**src/rtl/ex_stage_if.sv**
```systemverilog
`default_nettype none
// +------------------------------------------------------------------+
// | ex_stage_if : ID/EX operand bus and EX/MEM result bus for ex_stage |
// | rev 1.0                                                          |
// +------------------------------------------------------------------+
interface ex_stage_if #(
  parameter int CODE_W = 4,
  parameter int WORD_W = 32,
  parameter int PC_W   = 32
);
  logic [CODE_W-1:0] ex_icode;
  logic [CODE_W-1:0] ex_ifun;
  logic [WORD_W-1:0] ex_valA;
  logic [WORD_W-1:0] ex_valB;
  logic [WORD_W-1:0] ex_valC;
  logic [PC_W-1:0]   ex_valP;
  logic              cc_en;
  logic              stall;
  logic              bubble;
  logic [CODE_W-1:0] mem_icode;
  logic              mem_cnd;
  logic [WORD_W-1:0] mem_valE;
  logic [WORD_W-1:0] mem_valA;
  logic [PC_W-1:0]   mem_valP;
  logic [2:0]        cc;

  modport master (
    output ex_icode, ex_ifun, ex_valA, ex_valB, ex_valC, ex_valP,
    output cc_en, stall, bubble,
    input  mem_icode, mem_cnd, mem_valE, mem_valA, mem_valP, cc
  );

  modport slave (
    input  ex_icode, ex_ifun, ex_valA, ex_valB, ex_valC, ex_valP,
    input  cc_en, stall, bubble,
    output mem_icode, mem_cnd, mem_valE, mem_valA, mem_valP, cc
  );
endinterface
`default_nettype wire

```
**src/rtl/ex_stage.sv**
```systemverilog
`default_nettype none
// +------------------------------------------------------------------+
// | ex_stage : Y86 execute stage - ALU, condition codes, Cnd, EX/MEM  |
// | rev 1.0                                                          |
// +------------------------------------------------------------------+
module ex_stage #(
  parameter int CODE_W = 4,
  parameter int WORD_W = 32,
  parameter int PC_W   = 32
) (
  input  wire         clk,
  input  wire         rst,
  ex_stage_if.slave   bus
);

  localparam logic [CODE_W-1:0] c_INOP    = CODE_W'(1);
  localparam logic [CODE_W-1:0] c_IRRMOV  = CODE_W'(2);
  localparam logic [CODE_W-1:0] c_IIRMOV  = CODE_W'(3);
  localparam logic [CODE_W-1:0] c_IRMMOV  = CODE_W'(4);
  localparam logic [CODE_W-1:0] c_IMRMOV  = CODE_W'(5);
  localparam logic [CODE_W-1:0] c_IOPL    = CODE_W'(6);
  localparam logic [CODE_W-1:0] c_IJXX    = CODE_W'(7);
  localparam logic [CODE_W-1:0] c_ICALL   = CODE_W'(8);
  localparam logic [CODE_W-1:0] c_IRET    = CODE_W'(9);
  localparam logic [CODE_W-1:0] c_IPUSH   = CODE_W'(10);
  localparam logic [CODE_W-1:0] c_IPOP    = CODE_W'(11);
  localparam logic [WORD_W-1:0] c_STACK_STEP = WORD_W'(4);
  localparam int                c_MSB     = WORD_W - 1;

  logic [CODE_W-1:0] mem_icode_q, mem_icode_d;
  logic              mem_cnd_q,   mem_cnd_d;
  logic [WORD_W-1:0] mem_valE_q,  mem_valE_d;
  logic [WORD_W-1:0] mem_valA_q;
  logic [PC_W-1:0]   mem_valP_q;
  logic [2:0]        cc_q,        cc_d;
  logic              opl_valid;
  logic              cc_we;
  logic              zf, sf, of;

  assign opl_valid = (bus.ex_icode == c_IOPL) && (bus.ex_ifun <= CODE_W'(3));
  assign cc_we     = opl_valid && bus.cc_en && !bus.stall && !bus.bubble;
  assign {zf, sf, of} = cc_q;

  always_comb begin
    mem_valE_d = '0;
    case (bus.ex_icode)
      c_IRRMOV:           mem_valE_d = bus.ex_valA;
      c_IIRMOV:           mem_valE_d = bus.ex_valC;
      c_IRMMOV, c_IMRMOV: mem_valE_d = bus.ex_valB + bus.ex_valC;
      c_IOPL: begin
        case (bus.ex_ifun)
          CODE_W'(0): mem_valE_d = bus.ex_valB + bus.ex_valA;
          CODE_W'(1): mem_valE_d = bus.ex_valB - bus.ex_valA;
          CODE_W'(2): mem_valE_d = bus.ex_valB & bus.ex_valA;
          CODE_W'(3): mem_valE_d = bus.ex_valB ^ bus.ex_valA;
          default:    mem_valE_d = '0;
        endcase
      end
      c_ICALL, c_IPUSH:   mem_valE_d = bus.ex_valB - c_STACK_STEP;
      c_IRET, c_IPOP:     mem_valE_d = bus.ex_valB + c_STACK_STEP;
      default:            mem_valE_d = '0;
    endcase
  end

  // Overflow: add overflows when like-signed operands give an unlike-signed sum;
  // B-A overflows when operands differ in sign and the result sign leaves B's.
  always_comb begin
    cc_d    = cc_q;
    cc_d[2] = (mem_valE_d == '0);
    cc_d[1] = mem_valE_d[c_MSB];
    cc_d[0] = 1'b0;
    if (bus.ex_ifun == CODE_W'(0)) begin
      cc_d[0] = (bus.ex_valA[c_MSB] == bus.ex_valB[c_MSB]) &&
                (mem_valE_d[c_MSB] != bus.ex_valA[c_MSB]);
    end else if (bus.ex_ifun == CODE_W'(1)) begin
      cc_d[0] = (bus.ex_valA[c_MSB] != bus.ex_valB[c_MSB]) &&
                (mem_valE_d[c_MSB] != bus.ex_valB[c_MSB]);
    end
  end

  always_comb begin
    mem_cnd_d = 1'b0;
    if ((bus.ex_icode == c_IRRMOV) || (bus.ex_icode == c_IJXX)) begin
      case (bus.ex_ifun)
        CODE_W'(0): mem_cnd_d = 1'b1;
        CODE_W'(1): mem_cnd_d = (sf ^ of) | zf;
        CODE_W'(2): mem_cnd_d = sf ^ of;
        CODE_W'(3): mem_cnd_d = zf;
        CODE_W'(4): mem_cnd_d = ~zf;
        CODE_W'(5): mem_cnd_d = ~(sf ^ of);
        CODE_W'(6): mem_cnd_d = ~(sf ^ of) & ~zf;
        default:    mem_cnd_d = 1'b0;
      endcase
    end
  end

  assign mem_icode_d = bus.ex_icode;

  always_ff @(posedge clk) begin
    if (!rst) begin
      mem_icode_q <= c_INOP;
      mem_cnd_q   <= 1'b0;
      mem_valE_q  <= '0;
      mem_valA_q  <= '0;
      mem_valP_q  <= '0;
      cc_q        <= 3'b100;
    end else if (!bus.stall) begin
      if (bus.bubble) begin
        mem_icode_q <= c_INOP;
        mem_cnd_q   <= 1'b0;
        mem_valE_q  <= '0;
        mem_valA_q  <= '0;
        mem_valP_q  <= '0;
      end else begin
        mem_icode_q <= mem_icode_d;
        mem_cnd_q   <= mem_cnd_d;
        mem_valE_q  <= mem_valE_d;
        mem_valA_q  <= bus.ex_valA;
        mem_valP_q  <= bus.ex_valP;
      end
      if (cc_we) begin
        cc_q <= cc_d;
      end
    end
  end

  assign bus.mem_icode = mem_icode_q;
  assign bus.mem_cnd   = mem_cnd_q;
  assign bus.mem_valE  = mem_valE_q;
  assign bus.mem_valA  = mem_valA_q;
  assign bus.mem_valP  = mem_valP_q;
  assign bus.cc        = cc_q;

endmodule
`default_nettype wire

```
**src/flat_wrapper.sv**
```systemverilog
// flat-port wrapper written by rule: the top's interface ports become plain ports
module ex_stage_flat 
#(
  parameter int CODE_W = 4,
  parameter int WORD_W = 32,
  parameter int PC_W   = 32
)
  (clk, rst, bus_ex_icode, bus_ex_ifun, bus_ex_valA, bus_ex_valB, bus_ex_valC, bus_ex_valP, bus_cc_en, bus_stall, bus_bubble, bus_mem_icode, bus_mem_cnd, bus_mem_valE, bus_mem_valA, bus_mem_valP, bus_cc);
  ex_stage_if #(.CODE_W(CODE_W), .WORD_W(WORD_W), .PC_W(PC_W)) bus_i ();
  input  wire clk;
  input  wire rst;
  input wire logic [$bits(bus_i.ex_icode)-1:0] bus_ex_icode;
  input wire logic [$bits(bus_i.ex_ifun)-1:0] bus_ex_ifun;
  input wire logic [$bits(bus_i.ex_valA)-1:0] bus_ex_valA;
  input wire logic [$bits(bus_i.ex_valB)-1:0] bus_ex_valB;
  input wire logic [$bits(bus_i.ex_valC)-1:0] bus_ex_valC;
  input wire logic [$bits(bus_i.ex_valP)-1:0] bus_ex_valP;
  input wire logic [$bits(bus_i.cc_en)-1:0] bus_cc_en;
  input wire logic [$bits(bus_i.stall)-1:0] bus_stall;
  input wire logic [$bits(bus_i.bubble)-1:0] bus_bubble;
  output wire logic [$bits(bus_i.mem_icode)-1:0] bus_mem_icode;
  output wire logic [$bits(bus_i.mem_cnd)-1:0] bus_mem_cnd;
  output wire logic [$bits(bus_i.mem_valE)-1:0] bus_mem_valE;
  output wire logic [$bits(bus_i.mem_valA)-1:0] bus_mem_valA;
  output wire logic [$bits(bus_i.mem_valP)-1:0] bus_mem_valP;
  output wire logic [$bits(bus_i.cc)-1:0] bus_cc;
  assign bus_i.ex_icode = bus_ex_icode;
  assign bus_i.ex_ifun = bus_ex_ifun;
  assign bus_i.ex_valA = bus_ex_valA;
  assign bus_i.ex_valB = bus_ex_valB;
  assign bus_i.ex_valC = bus_ex_valC;
  assign bus_i.ex_valP = bus_ex_valP;
  assign bus_i.cc_en = bus_cc_en;
  assign bus_i.stall = bus_stall;
  assign bus_i.bubble = bus_bubble;
  assign bus_mem_icode = bus_i.mem_icode;
  assign bus_mem_cnd = bus_i.mem_cnd;
  assign bus_mem_valE = bus_i.mem_valE;
  assign bus_mem_valA = bus_i.mem_valA;
  assign bus_mem_valP = bus_i.mem_valP;
  assign bus_cc = bus_i.cc;
  ex_stage #(.CODE_W(CODE_W), .WORD_W(WORD_W), .PC_W(PC_W)) u_core (.clk(clk), .rst(rst), .bus(bus_i));
endmodule
```
**config.mk**
```make
export PLATFORM = sky130hd
export DESIGN_NAME = ex_stage_flat
export DESIGN_NICKNAME = d
export VERILOG_FILES = /design/src/rtl/ex_stage_if.sv /design/src/rtl/ex_stage.sv /design/src/flat_wrapper.sv
export SDC_FILE = /design/constraint.sdc
export NUM_CORES = 1
export LEC_CHECK = 0
export CORE_UTILIZATION = 40
export DETAILED_ROUTE_END_ITERATION = 8
export SYNTH_ARGS = -nofsm -noshare
export SYNTH_HDL_FRONTEND = slang
export SYNTH_SLANG_ARGS = --single-unit
```
**constraint.sdc**
```tcl
create_clock -name clk -period 11.6 [get_ports clk]
set_input_delay 2.32 -clock clk [delete_from_list [all_inputs] [get_ports clk]]
set_output_delay 2.32 -clock clk [all_outputs]
set_load 0.005 [all_outputs]
```
==> results.md <==
* Violation count after the first detailed-routing iteration at 1147
* Aggregate negative setup slack at 0 ns
* Mapped Area at 0.0124 mm2
* Pin count of the biggest net entering global routing at 106
* Final-report setup violation count at 0
* Number of enable flip-flop cells after synthesis at 0
* Hold_ws at 0.484 ns
* Metal2 WL at 24500 um
* Antenna viol nets, final at 0
* Capturing element of the worst setup path: u_core.bus.cc[2]$_SDFFE_PN1P_
* Cell accounting for the most synthesized area: sky130_fd_sc_hd__dfxtp_1
* Die extent in y at 178 um
* Leak Pwr at 5.82 nW
* Number of nets produced by synthesis at 1896
* Share of flip-flops with an asynchronous set or reset at 0%
* DP Wirelength at 38900 um
* Final layout net count at 2068
* Overall die area at 0.0317 mm2
* Total power at 1.31 mW
* Gate count after technology mapping at 1629
* Power density over the cells at 85.5 mW/mm2
* CTS sink count at 104
* Top cells by area in the synthesized netlist: sky130_fd_sc_hd__dfxtp_1 17%, sky130_fd_sc_hd__ha_1 12%, sky130_fd_sc_hd__mux2i_1 6.5%
* Wire length of the first global-routing pass at 74600 um
* Area growth from synthesis to layout at 24.0%
* Number of hold violations in the final report at 0
* DRC at 0
* Share of final-layout standard cells stronger than drive strength 1 at 4.71%
* #FFs+latches synth at 104
* Routed vias at 13.5k
* Synth unique cells at 91
* Routed vias/inst at 6.12
* Post-Route Skew at 0.00273 ns
* Startpoint of the lowest-slack register-to-register path: u_core.bus.cc[0]$_SDFFE_PN0P_
* Period minus WS final at 7.96 ns
* All-layer global routing usage at 31.1%
* Quantity of hold-fixing buffers added after cts at 0
* Reg-to-reg critical path endpoint: u_core.bus.mem_cnd$_SDFFE_PN0N_
* Hold Path Class: flip-flop to flip-flop
* Setup slack on the worst flop-to-flop path at 10.23 ns
* Seq/Total Area, Yosys at 16.8%
* Met1 layer wirelength in the final routing at 21500 um
* Area of the core at 0.0305 mm2
* Launching element of the worst setup path: bus_ex_ifun[1]
* Max Root-Sink Buffers at 2
* Share of Yosys cell area claimed by the top area cell type at 16.8%
* Number of cells traversed by the worst register-to-register path at 6
* Unrepaired setup endpoints after global routing: no
* Crit. End Element: flip-flop
* Crit Path Max Fanout at 18
* WS Path Type: input port to flip-flop
* Htree depth at 3
* Max frequency at 126 MHz
* Met3 Wirelength at 2960 um
* Worst IR drop on VDD at 0.0762 mV
* Clk Tree Root Cell: sky130_fd_sc_hd__clkbuf_16
* Register clock-pin slew on the reported worst setup and hold paths at 0.07 ns
* Number of cell rows at 64
* # Max-Cap Violations at 0
* Initial antenna violation count at 0
* Num CTS Buffers at 9
* Final count of pins violating max slew at 0
* Total routed wirelength at 50900 um
* Number of gates given a new drive strength after cts at 0
* Outcome: complete, no violations
* Drt pass-1 iters at 5
* Slew margin rel. at 26.2%
* # fillers at 3028
* Pre-CTS setup slack at 3.33 ns
* Placer's final routability congestion estimate at 0.951
* Horizontal die dimension at 178 um
* Top Layer Used: met4
* Post-Route Utilization at 50.4%
* Antenna cell count at 0
* Arrival time at the worst endpoint at 8.23 ns
* Remaining Overflow, GRT at 0
* Starting density of the core at 40.6%
* CTS tree: yes
* Post-route worst setup slack at 3.64 ns
* Number of global-route vias before repair at 12.5k
* Kind of start point of the critical path: input port
* Buffers inserted during post-CTS setup optimization at 0
* Share of the clock period used by the worst path after layout at 68.6%
* Clk Latency, worst-skew pair at 0.35 ns
* Predominant post-synthesis flop cell: sky130_fd_sc_hd__dfxtp_1
* Mean cell area of the mapped netlist at 7.61 um2
* Number of warnings issued by yosys at 0
* Slew of the pin with the lowest slew margin at 1.10 ns
* DR WL/cell at 23.1 um
* Required time of the worst setup path at 11.87 ns
* Number of buffers inserted by port buffering at 244
* Number of top-level pins at 245
## worst min path at each step
stage | cells after the start | startpoint | end
6_report | 2 | u_core.bus.mem_valE[4]$_SDFFE_PN0N_ | u_core.bus.mem_valE[4]$_SDFFE_PN0N_
5_1_grt | 2 | u_core.bus.mem_valE[29]$_SDFFE_PN0N_ | u_core.bus.mem_valE[29]$_SDFFE_PN0N_
4_1_cts | 2 | u_core.bus.mem_cnd$_SDFFE_PN0N_ | u_core.bus.mem_cnd$_SDFFE_PN0N_
3_5_place_dp | 2 | u_core.bus.mem_cnd$_SDFFE_PN0N_ | u_core.bus.mem_cnd$_SDFFE_PN0N_
3_3_place_gp | 2 | u_core.bus.mem_cnd$_SDFFE_PN0N_ | u_core.bus.mem_cnd$_SDFFE_PN0N_
2_1_floorplan | 2 | u_core.bus.mem_valE[29]$_SDFFE_PN0N_ | u_core.bus.mem_valE[29]$_SDFFE_PN0N_
## layout make-up
| cell class | instances | area (um2) | share of cell area (%) |
|---|---|---|---|
| clock buffers | 11 | 243 | 1.58 |
| clock inverters | 5 | 62.6 | 0.407 |
| inverters | 28 | 105 | 0.684 |
| multi-input cells | 1397 | 9840 | 64.0 |
| flip-flops and latches | 104 | 2080 | 13.5 |
| well taps | 396 | 495 | 3.22 |
| repair buffers | 261 | 2550 | 16.6 |
## layer usage
metal  global-route usage (%)  vias up
met5                        0        -
met4                     11.4        0
met3                     3.35       91
met2                     53.9      501
met1                     39.5     6399
li1                         -     6485
## sequential cells by signal, indices dropped and copies added, names as in the netlist
signal / cells
u_core.bus.cc: 3
u_core.bus.mem_valP: 32
u_core.bus.mem_valA: 32
u_core.bus.mem_valE: 32
u_core.bus.mem_cnd: 1
u_core.bus.mem_icode: 4
## Yosys cell counts, types with 14 or more instances
library cell                 n
sky130_fd_sc_hd__nand3_1    39
sky130_fd_sc_hd__nand2b_1   16
sky130_fd_sc_hd__nand4_1    16
sky130_fd_sc_hd__nor2_1     95
sky130_fd_sc_hd__a22oi_1    48
sky130_fd_sc_hd__ha_1      123
sky130_fd_sc_hd__nor2b_1    94
sky130_fd_sc_hd__inv_1      28
sky130_fd_sc_hd__o21ai_0   101
sky130_fd_sc_hd__a21o_1     24
sky130_fd_sc_hd__clkbuf_1   80
sky130_fd_sc_hd__a31oi_1    14
sky130_fd_sc_hd__a211oi_1   21
sky130_fd_sc_hd__o22ai_1    24
sky130_fd_sc_hd__mux2i_1    80
sky130_fd_sc_hd__nor3_1     41
sky130_fd_sc_hd__o211ai_1   18
sky130_fd_sc_hd__nand2_1   118
sky130_fd_sc_hd__and2_1     26
sky130_fd_sc_hd__dfxtp_1   104
sky130_fd_sc_hd__a21oi_1   147
sky130_fd_sc_hd__xnor2_1    40
sky130_fd_sc_hd__xor2_1     38
sky130_fd_sc_hd__and3_1     16
sky130_fd_sc_hd__nor3b_1    38
sky130_fd_sc_hd__o21a_1     20
## per-stage QoR
step           instance area [um2]  std cells
2_1_floorplan                12400       1629
3_3_place_gp                 15100       2186
3_5_place_dp                 15100       2186
4_1_cts                      15400       2202
5_1_grt                      15400       2202
6_report                     15400       2202
## where the power goes
part           internal (mW)  switching (mW)  total [mW]
clock                  0.175           0.140       0.315
combinational          0.259           0.363       0.622
sequential             0.370         0.00717       0.377
## cell usage in the layout (no fill, tap or decap), drive strengths merged, types with 38 or more instances in the layout
| master | synthesis | final |
|---|---|---|
| o21ai | 106 | 106 |
| mux2i | 80 | 80 |
| nor2 | 96 | 96 |
| dfxtp | 104 | 104 |
| nor3b | 38 | 38 |
| ha | 123 | 123 |
| a21oi | 148 | 148 |
| clkdlybuf4s50 | 0 | 240 |
| a22oi | 48 | 48 |
| nand2 | 118 | 118 |
| nor3 | 43 | 43 |
| nand3 | 39 | 39 |
| xnor2 | 40 | 40 |
| nor2b | 94 | 94 |
| xor2 | 38 | 38 |
## critical path, stage by stage
cell                              delay [ns]
sky130_fd_sc_hd__clkdlybuf4s50_1        0.39
sky130_fd_sc_hd__buf_4                  0.22
sky130_fd_sc_hd__nor3_1                 0.49
sky130_fd_sc_hd__and2_0                 0.82
sky130_fd_sc_hd__nor2_1                 0.17
sky130_fd_sc_hd__xnor2_1                0.18
sky130_fd_sc_hd__ha_1                   0.39
sky130_fd_sc_hd__a21o_1                 0.24
sky130_fd_sc_hd__a221o_1                0.40
sky130_fd_sc_hd__a32o_1                 0.33
sky130_fd_sc_hd__o31ai_2                0.39
sky130_fd_sc_hd__xnor2_1                0.19
sky130_fd_sc_hd__nor2_1                 0.06
sky130_fd_sc_hd__nor4_1                 0.69
sky130_fd_sc_hd__nand4_1                0.20
sky130_fd_sc_hd__nor4_2                 0.39
sky130_fd_sc_hd__nand4_1                0.16
sky130_fd_sc_hd__o31ai_2                0.18
## cell families after synthesis
| logic type | after synthesis | synth area share (%) |
|---|---|---|
| fa+ha+maj | 126 | 12.9 |
| mux | 88 | 7.19 |
| compound gates | 547 | 29.4 |
| simple gates | 558 | 24.2 |
| flops | 104 | 16.8 |
| buf+inv | 128 | 4.01 |
| xor+xnor | 78 | 5.51 |
Note: power is estimated with default switching activity, not from simulation.
